File: config.mk
export PLATFORM = sky130hd
export DESIGN_NAME = four_bit_comparator
export DESIGN_NICKNAME = d
export VERILOG_FILES = /design/src/rtl/four_bit_comparator.sv
export SDC_FILE = /design/constraint.sdc
export NUM_CORES = 1
export LEC_CHECK = 0
export ABC_AREA = 1
export CAP_MARGIN = 20
export CORE_ASPECT_RATIO = 1.25
export CORE_MARGIN = 1.5
export CORE_UTILIZATION = 30
export DETAILED_ROUTE_END_ITERATION = 6
export PLACE_DENSITY = 0.51
export SLEW_MARGIN = 10
export SYNTH_ARGS = -nofsm -noshare
export SYNTH_HDL_FRONTEND = slang
export SYNTH_SLANG_ARGS = --single-unit
File: constraint.sdc
create_clock -name clk -period 1.45 [get_ports clk]
set_input_delay 0.435 -clock clk [delete_from_list [all_inputs] [get_ports clk]]
set_output_delay 0.435 -clock clk [all_outputs]
set_load 0.02 [all_outputs]
File: src/rtl/four_bit_comparator.sv
// four_bit_comparator
// Registered magnitude comparator for two WIDTH-bit operands. It reports
// equal, greater or less, and returns the larger and smaller operand.
// Operands are captured on an in_valid edge, and the result appears one
// edge later together with a one-cycle out_valid strobe.
//
// Optional feature macro: BIT4_CMP_SIGNED_EN
//   defined   - signed_mode selects a two's-complement compare per sample
//   undefined - the compare is always unsigned and signed_mode is ignored
module four_bit_comparator #(
    parameter int WIDTH = 4
) (
    input  logic             clk,
    input  logic             rst_n,
    input  logic             in_valid,
    input  logic             signed_mode,
    input  logic [WIDTH-1:0] a,
    input  logic [WIDTH-1:0] b,
    output logic             out_valid,
    output logic             equal,
    output logic             greater,
    output logic             less,
    output logic [WIDTH-1:0] max_out,
    output logic [WIDTH-1:0] min_out
);

    localparam int MSB = WIDTH - 1;

    logic [WIDTH-1:0] a_q, a_d;
    logic [WIDTH-1:0] b_q, b_d;
    logic             pend_q, pend_d;

    logic             cmp_gt, cmp_lt;

    logic             out_valid_q, out_valid_d;
    logic             equal_q, equal_d;
    logic             greater_q, greater_d;
    logic             less_q, less_d;
    logic [WIDTH-1:0] max_q, max_d;
    logic [WIDTH-1:0] min_q, min_d;

`ifdef BIT4_CMP_SIGNED_EN
    logic             sgn_q, sgn_d;

    // Capture the compare mode alongside the operands it applies to
    always_comb begin
        sgn_d = sgn_q;
        if (in_valid) begin
            sgn_d = signed_mode;
        end
    end

    // Mode register, cleared by the asynchronous reset
    always_ff @(posedge clk or negedge rst_n) begin
        if (!rst_n) begin
            sgn_q <= 1'b0;
        end else begin
            sgn_q <= sgn_d;
        end
    end
`else
    logic unused_signed_mode;
    assign unused_signed_mode = signed_mode;
`endif

    // Operand capture: hold the last operands while in_valid is low
    always_comb begin
        a_d    = a_q;
        b_d    = b_q;
        pend_d = in_valid;
        if (in_valid) begin
            a_d = a;
            b_d = b;
        end
    end

    // Input stage registers; pend_q marks a captured sample awaiting its result
    always_ff @(posedge clk or negedge rst_n) begin
        if (!rst_n) begin
            a_q    <= '0;
            b_q    <= '0;
            pend_q <= 1'b0;
        end else begin
            a_q    <= a_d;
            b_q    <= b_d;
            pend_q <= pend_d;
        end
    end

    // MSB-first cascade: the first differing bit decides, and a sign override
    // flips the decision when the MSBs differ in signed mode
    always_comb begin
        logic decided;
        cmp_gt  = 1'b0;
        cmp_lt  = 1'b0;
        decided = 1'b0;
        for (int i = MSB; i >= 0; i--) begin
            if (!decided && (a_q[i] != b_q[i])) begin
                decided = 1'b1;
                cmp_gt  = a_q[i];
                cmp_lt  = b_q[i];
            end
        end
`ifdef BIT4_CMP_SIGNED_EN
        if (sgn_q && (a_q[MSB] != b_q[MSB])) begin
            cmp_gt = b_q[MSB];
            cmp_lt = a_q[MSB];
        end
`endif
    end

    // Result selection: update only for a pending sample, otherwise hold
    always_comb begin
        out_valid_d = pend_q;
        equal_d     = equal_q;
        greater_d   = greater_q;
        less_d      = less_q;
        max_d       = max_q;
        min_d       = min_q;
        if (pend_q) begin
            equal_d   = !(cmp_gt || cmp_lt);
            greater_d = cmp_gt;
            less_d    = cmp_lt;
            max_d     = cmp_lt ? b_q : a_q;
            min_d     = cmp_lt ? a_q : b_q;
        end
    end

    // Output registers give a glitch-free, sampled result
    always_ff @(posedge clk or negedge rst_n) begin
        if (!rst_n) begin
            out_valid_q <= 1'b0;
            equal_q     <= 1'b0;
            greater_q   <= 1'b0;
            less_q      <= 1'b0;
            max_q       <= '0;
            min_q       <= '0;
        end else begin
            out_valid_q <= out_valid_d;
            equal_q     <= equal_d;
            greater_q   <= greater_d;
            less_q      <= less_d;
            max_q       <= max_d;
            min_q       <= min_d;
        end
    end

    assign out_valid = out_valid_q;
    assign equal     = equal_q;
    assign greater   = greater_q;
    assign less      = less_q;
    assign max_out   = max_q;
    assign min_out   = min_q;

endmodule

==> flow_metrics.tcl, run 1 <==
set metrics [dict create \
    status "finished, violations left" \
    violations "negative setup slack" \
    worstSetupPathType "register to register" \
    vias_per_cell 4.72 \
    place.gp.congestion 0.837 \
    cts_htree_levels 1 \
    initial_utilization_pct 30.8 \
    clock.fmax_mhz 636 \
    nets 188 \
    synth_cell_types 18 \
    drtIter0Drc 23 \
    dpl.hpwl_mm 1.72 \
    gr-usage-all-layers_pct 12.5 \
    slew_violations 0 \
    place_inst 206 \
    cts_sinks 21 \
    fin_util_pct 47.0 \
    synth_nets 149 \
    synth.cell_area_um2 1060 \
    yosys-top-cells-count "nand2_1, dfrtp_1, nand3_1" \
    critPathTopFamily "simple AND/OR/NAND/NOR gates" \
    routedWlPerCell_um 11.2 \
    synth_area_leader_cell "dfrtp_1" \
    layout-drive-gt1-share_pct 26.2 \
    post-route-min-period_ns 1.57 \
    num_rows 24 \
    cts.path.max_buffers 2 \
    p_total_mw 1.83 \
    fp.coreArea_um2 3450 \
    cp-end-kind "register" \
    worstPathMaxFanout 7 \
    synth_top_area_share_pct 49.4 \
    overflow 0 \
    antenna_cells 0 \
    die-area_um2 3910 \
    async_flop_share_pct 100 \
    rsz0062_at_grt "true" \
    drc_errors 0 \
    start_kind "register" \
    yosysMostFrequentCell "nand2_1" \
    cts_tree "yes" \
    path_clk_slew_ns 0.07 \
    path_buf_inv 1 \
    hold_violations 0 \
    antenna_found_initial 0 \
    yosys_warnings 0 \
    grt_pass1_vias 916 \
    period_share_pct 108 \
    ios 24 \
    max_stage_delay_ns 0.41 \
    final-setup-viol-count 11 \
    arrival_ns 1.72 \
    cts_buffers 3 \
    die_h_um 69.6 \
    fillers 324 \
    fin_skew_ns 0.00195 \
    synth_edf_count 0 \
    power_leakage_nw 0.816 \
    hold_class "register to register" \
    maxCapViolCount 0 \
    yosysSeqAreaShare_pct 49.4 \
    critical_path_required_ns 1.60 \
    wirelength_mm 2.36 \
    placed_cell_area_um2 1450 \
    ir_worst_vdd_uv 526 \
    avgSynthCellArea_um2 7.94 \
    final_cell_area_um2 1620 \
    power.density_nw_per_um2 1130 \
    die_w_um 56.3 \
    hold_buffers 0 \
    port_buffers 22 \
    cp_cell_sequence "ha_4 > nand2_4 > nor2_4 > nand2_4 > inv_6 > nand2_8 > nand2_8 > nand2_1 > nand3_2 > nand2_1" \
    final_cells 211 \
    clock_latency_ns 0.26 \
    maxSlewHeadroom_pct 82.3 \
    vias 996 \
    grt_pass1_wl_mm 3.88 \
    tns_ns -1.12 \
    worst_path_max_delay_cell "dfrtp_1" \
    tightestPinTransition_ns 0.266 \
    postSynthCellCount 134 \
    ant_nets 0 \
    yosys_register_bits 21 \
    finalWorstSetupSlack_ns -0.121 \
    synth_top_flop_cell "dfrtp_1" \
    drt_first_pass_iters 3 \
    clock-root-buffer "clkbuf_8" \
    syn_to_final_growth_pct 52.7 \
    yosys-top-cells-area "dfrtp_1, nand2_1, nand3_1, o21ai_0, ha_1" \
    grt_max_degree 22 \
]
## tightest hold or removal path: cells and delay by family (launching register included)
kind	cells	cell delay [ns]
flip-flops	1	0.34
AND/OR/NAND/NOR	2	0.10
## placed cells by master (no fill, tap or decap)
cell type	instances
nor2_2	2
inv_6	1
nand3_2	4
nand2_1	46
nand2_8	3
nor2_4	1
nand3_4	2
clkbuf_8	3
a31oi_1	1
buf_4	13
nand2_2	6
nand4_1	2
nand3_1	12
ha_1	2
nor2_1	2
a31oi_4	1
o21ai_0	8
inv_2	2
buf_12	1
nand2_4	5
clkinv_1	1
xnor2_1	1
dlygate4sd2_1	12
ha_4	1
clkdlybuf4s50_1	10
inv_1	8
clkbuf_1	1
dfrtp_1	21
## sequential cells by signal, indices dropped and copies added (netlist names)
register	cells
b_q	4
a_q	4
max_out	4
less	1
greater	1
out_valid_d	1
min_out	4
equal	1
out_valid	1
## per-stage QoR
step | hold WS (ns) | setup WS [ns]
after floorplan | 0.139 | 0.0125
after global placement | 0.464 | -0.0962
after detailed placement | 0.465 | -0.134
after CTS | 0.480 | -0.109
after global routing | 0.502 | -0.210
final | 0.477 | -0.121
## what timing repair did
action,CTS,global route
endpoints found under the setup margin,23,11
buffers inserted,0,1
pin swaps,9,9
resized for setup,19,22
## report_power, final
part	internal (mW)	switching [mW]
registers	0.678	0.0533
logic	0.297	0.420
clock network	0.196	0.183
## layout make-up
class,instances,area (µm²),area share [%]
Inverter,12,50.0,3.08
Clock buffer,4,45.0,2.77
Sequential cell,21,526,32.4
Tap cell,39,48.8,3.00
Multi-Input combinational cell,99,632,38.9
Timing Repair Buffer,36,323,19.9
## final timing paths
path / from / endpoint / slack, ns / cells past startpoint
worst max register to register: b_q[3] / min_out[2] / -0.12 / 10
worst max-delay path: b_q[3] / min_out[2] / -0.12 / 10
worst min register to register: max_out[1] / max_out[1] / 0.48 / 2
max in group asynchronous: rst_n / b_q[2] / 0.73 / 2
worst min-delay path: max_out[1] / max_out[1] / 0.48 / 2
min in group asynchronous: rst_n / max_out[3] / 0.51 / 2
## logic make-up after synthesis
| logic type | after synthesis | share of synthesized area (%) |
|---|---|---|
| adders and majority gates | 3 | 3.53 |
| xor gates and xnor gates | 1 | 0.824 |
| DFF | 21 | 49.4 |
| AOI/OAI and AO/OA | 10 | 4.94 |
| and+or+nand+nor | 85 | 35.6 |
| buffers and inverters | 14 | 5.65 |
## per-layer routing
metal | global-route usage [%] | share of wire (%)
met1 | 14.5 | 41
met2 | 21.4 | 53
met3 | 2.80 | 4.0
met4 | 5.82 | 2.0
met5 | 0 | 0
Power figures use the tool's default switching activity.
==> run 2, diff against run 1 <==
--- a/config.mk
+++ b/config.mk
@@ -9,9 +9,9 @@
 export CAP_MARGIN = 20
 export CORE_ASPECT_RATIO = 1.25
 export CORE_MARGIN = 1.5
-export CORE_UTILIZATION = 30
+export CORE_UTILIZATION = 44
 export DETAILED_ROUTE_END_ITERATION = 6
-export PLACE_DENSITY = 0.51
+export PLACE_DENSITY = 0.71
 export SLEW_MARGIN = 10
 export SYNTH_ARGS = -nofsm -noshare
 export SYNTH_HDL_FRONTEND = slang
==> flow_metrics.tcl, run 2 (same netlist as run 1, synthesis figures left out) <==
set metrics [dict create \
    status "finished, violations left" \
    violations "negative setup slack" \
    clkPwrFrac_pct 16.7 \
    tightestPinTransition_ns 0.261 \
    dpl.hpwl_mm 1.70 \
    maxSlewHeadroom_pct 82.6 \
    start_kind "register" \
    switchingPower_uw 654 \
    tns_ns -1.31 \
    routedWlPerCell_um 12.2 \
    drtIter0Drc 19 \
    grt_pass1_wl_mm 3.86 \
    post-route-min-period_ns 1.59 \
    gr-usage-all-layers_pct 19.3 \
    final_cells 205 \
    num_rows 19 \
    vias_per_cell 5.07 \
    syn_to_final_growth_pct 43.4 \
    worst_path_max_delay_cell "dfrtp_1" \
    arrival_ns 1.81 \
    power.density_nw_per_um2 1120 \
    finalWorstSetupSlack_ns -0.136 \
    cts.path.max_buffers 2 \
    cts_sinks 21 \
    wirelength_mm 2.49 \
    port_buffers 22 \
    critical_path_required_ns 1.67 \
    rsz0062_at_grt "true" \
    fp.coreArea_um2 2230 \
    ios 24 \
    cts_htree_levels 1 \
    vias 1040 \
    die-area_um2 2720 \
    die_h_um 58.0 \
    drc_errors 0 \
    period_share_pct 109 \
    final-setup-viol-count 11 \
    initial_utilization_pct 47.6 \
    maxCapViolCount 0 \
    p_int_mw 1.05 \
    overflow 0 \
    worstPathMaxFanout 7 \
    antenna_cells 0 \
    fin_skew_ns 0.00378 \
    layout_commonest_cell "nand2_1" \
    ant_nets 0 \
    clock.fmax_mhz 631 \
    layout_common_cells "nand2_1, dfrtp_1, buf_4, nand3_1, clkbuf_2" \
    power_leakage_nw 0.808 \
    worstSetupPathType "register to register" \
    max_stage_delay_ns 0.43 \
    p_comb_share_pct 40.1 \
    path_clk_slew_ns 0.11 \
    hold_violations 0 \
    place_inst 198 \
    grt_max_degree 22 \
    p_total_mw 1.70 \
    cts_buffers 3 \
    placed_cell_area_um2 1440 \
    slew_violations 0 \
    antenna_found_initial 0 \
    ir_worst_vdd_uv 831 \
    clock_latency_ns 0.31 \
    cts_tree "yes" \
    p_sw_share_pct 38.4 \
    final_cell_area_um2 1530 \
    hold_class "input pin to asynchronous set/reset pin" \
    layout-drive-gt1-share_pct 32.2 \
    timing.hold.ws_ns 0.443 \
    clock-root-buffer "clkbuf_4" \
    place.gp.congestion 0.846 \
    drt_first_pass_iters 4 \
    cp-end-kind "register" \
    path_common_cell "nand2_4" \
    grt_pass1_vias 967 \
    nets 190 \
    die_w_um 47.0 \
    cp_cell_sequence "ha_4 > nand2_4 > nor2_4 > nand2_4 > clkinv_4 > nand2_4 > nand2_4 > nand2_1 > nand3_1 > nand2_1" \
    seq_power_share_pct 43.2 \
]
## run 2: worst paths after layout
check	startpoint	to	slack, ns	depth (start not counted)
setup / recovery	b_q[3]	min_out[2]	-0.14	10
hold / removal	rst_n	equal	0.44	2
setup reg to reg	b_q[3]	min_out[2]	-0.14	10
hold reg to reg	min_out[3]	min_out[3]	0.49	2
max in group asynchronous	rst_n	less	0.80	2
min in group clk	min_out[3]	min_out[3]	0.49	2
## run 2: cell type report
class | count | area (µm²)
clock buffers | 3 | 22.5
repair buffers | 38 | 298
flip-flops and latches | 21 | 526
fillers | 198 | 709
clock inverters | 1 | 5.00
inverters | 12 | 50.0
well taps | 31 | 38.8
multi-input cells | 99 | 586
## run 2: layer usage
| metal | wire (µm) | track usage [%] | up-vias |
|---|---|---|---|
| li1 | - | - | 510 |
| met1 | 982 | 22.2 | 480 |
| met2 | 1290 | 33.5 | 38 |
| met3 | 111 | 1.87 | 12 |
| met4 | 112 | 10.7 | 0 |
| met5 | 0 | 0 | - |
## run 2: through the flow
stage,util (%),setup WS (ns)
after floorplan,-,0.0125
after global placement,64.3,-0.0698
after detailed placement,64.3,-0.115
after CTS,68.1,-0.109
after global routing,68.3,-0.205
final,68.3,-0.136
## run 2: power by group through the flow
stage               Sequential (mW)  Clock [mW]  Combinational (mW)
finish                        0.736       0.284               0.682
global route                  0.747       0.310               0.743
CTS                           0.734       0.287               0.656
detailed placement            0.744           0               0.649
global placement              0.738           0               0.634
floorplan                     0.834           0               0.268
## run 2: what timing repair did
action,4_1_cts,5_1_grt
buffers inserted,3,0
endpoints found under the setup margin,23,23
hold buffers,0,0
pin swaps,12,8
gates resized for setup,32,24
## run 2: critical path, delay by kind of cell (launching register included)
family,cells,cell delay (ns)
fa+ha+maj,1,0.32
buf+inv,1,0.09
flops,1,0.43
simple gates,8,0.65
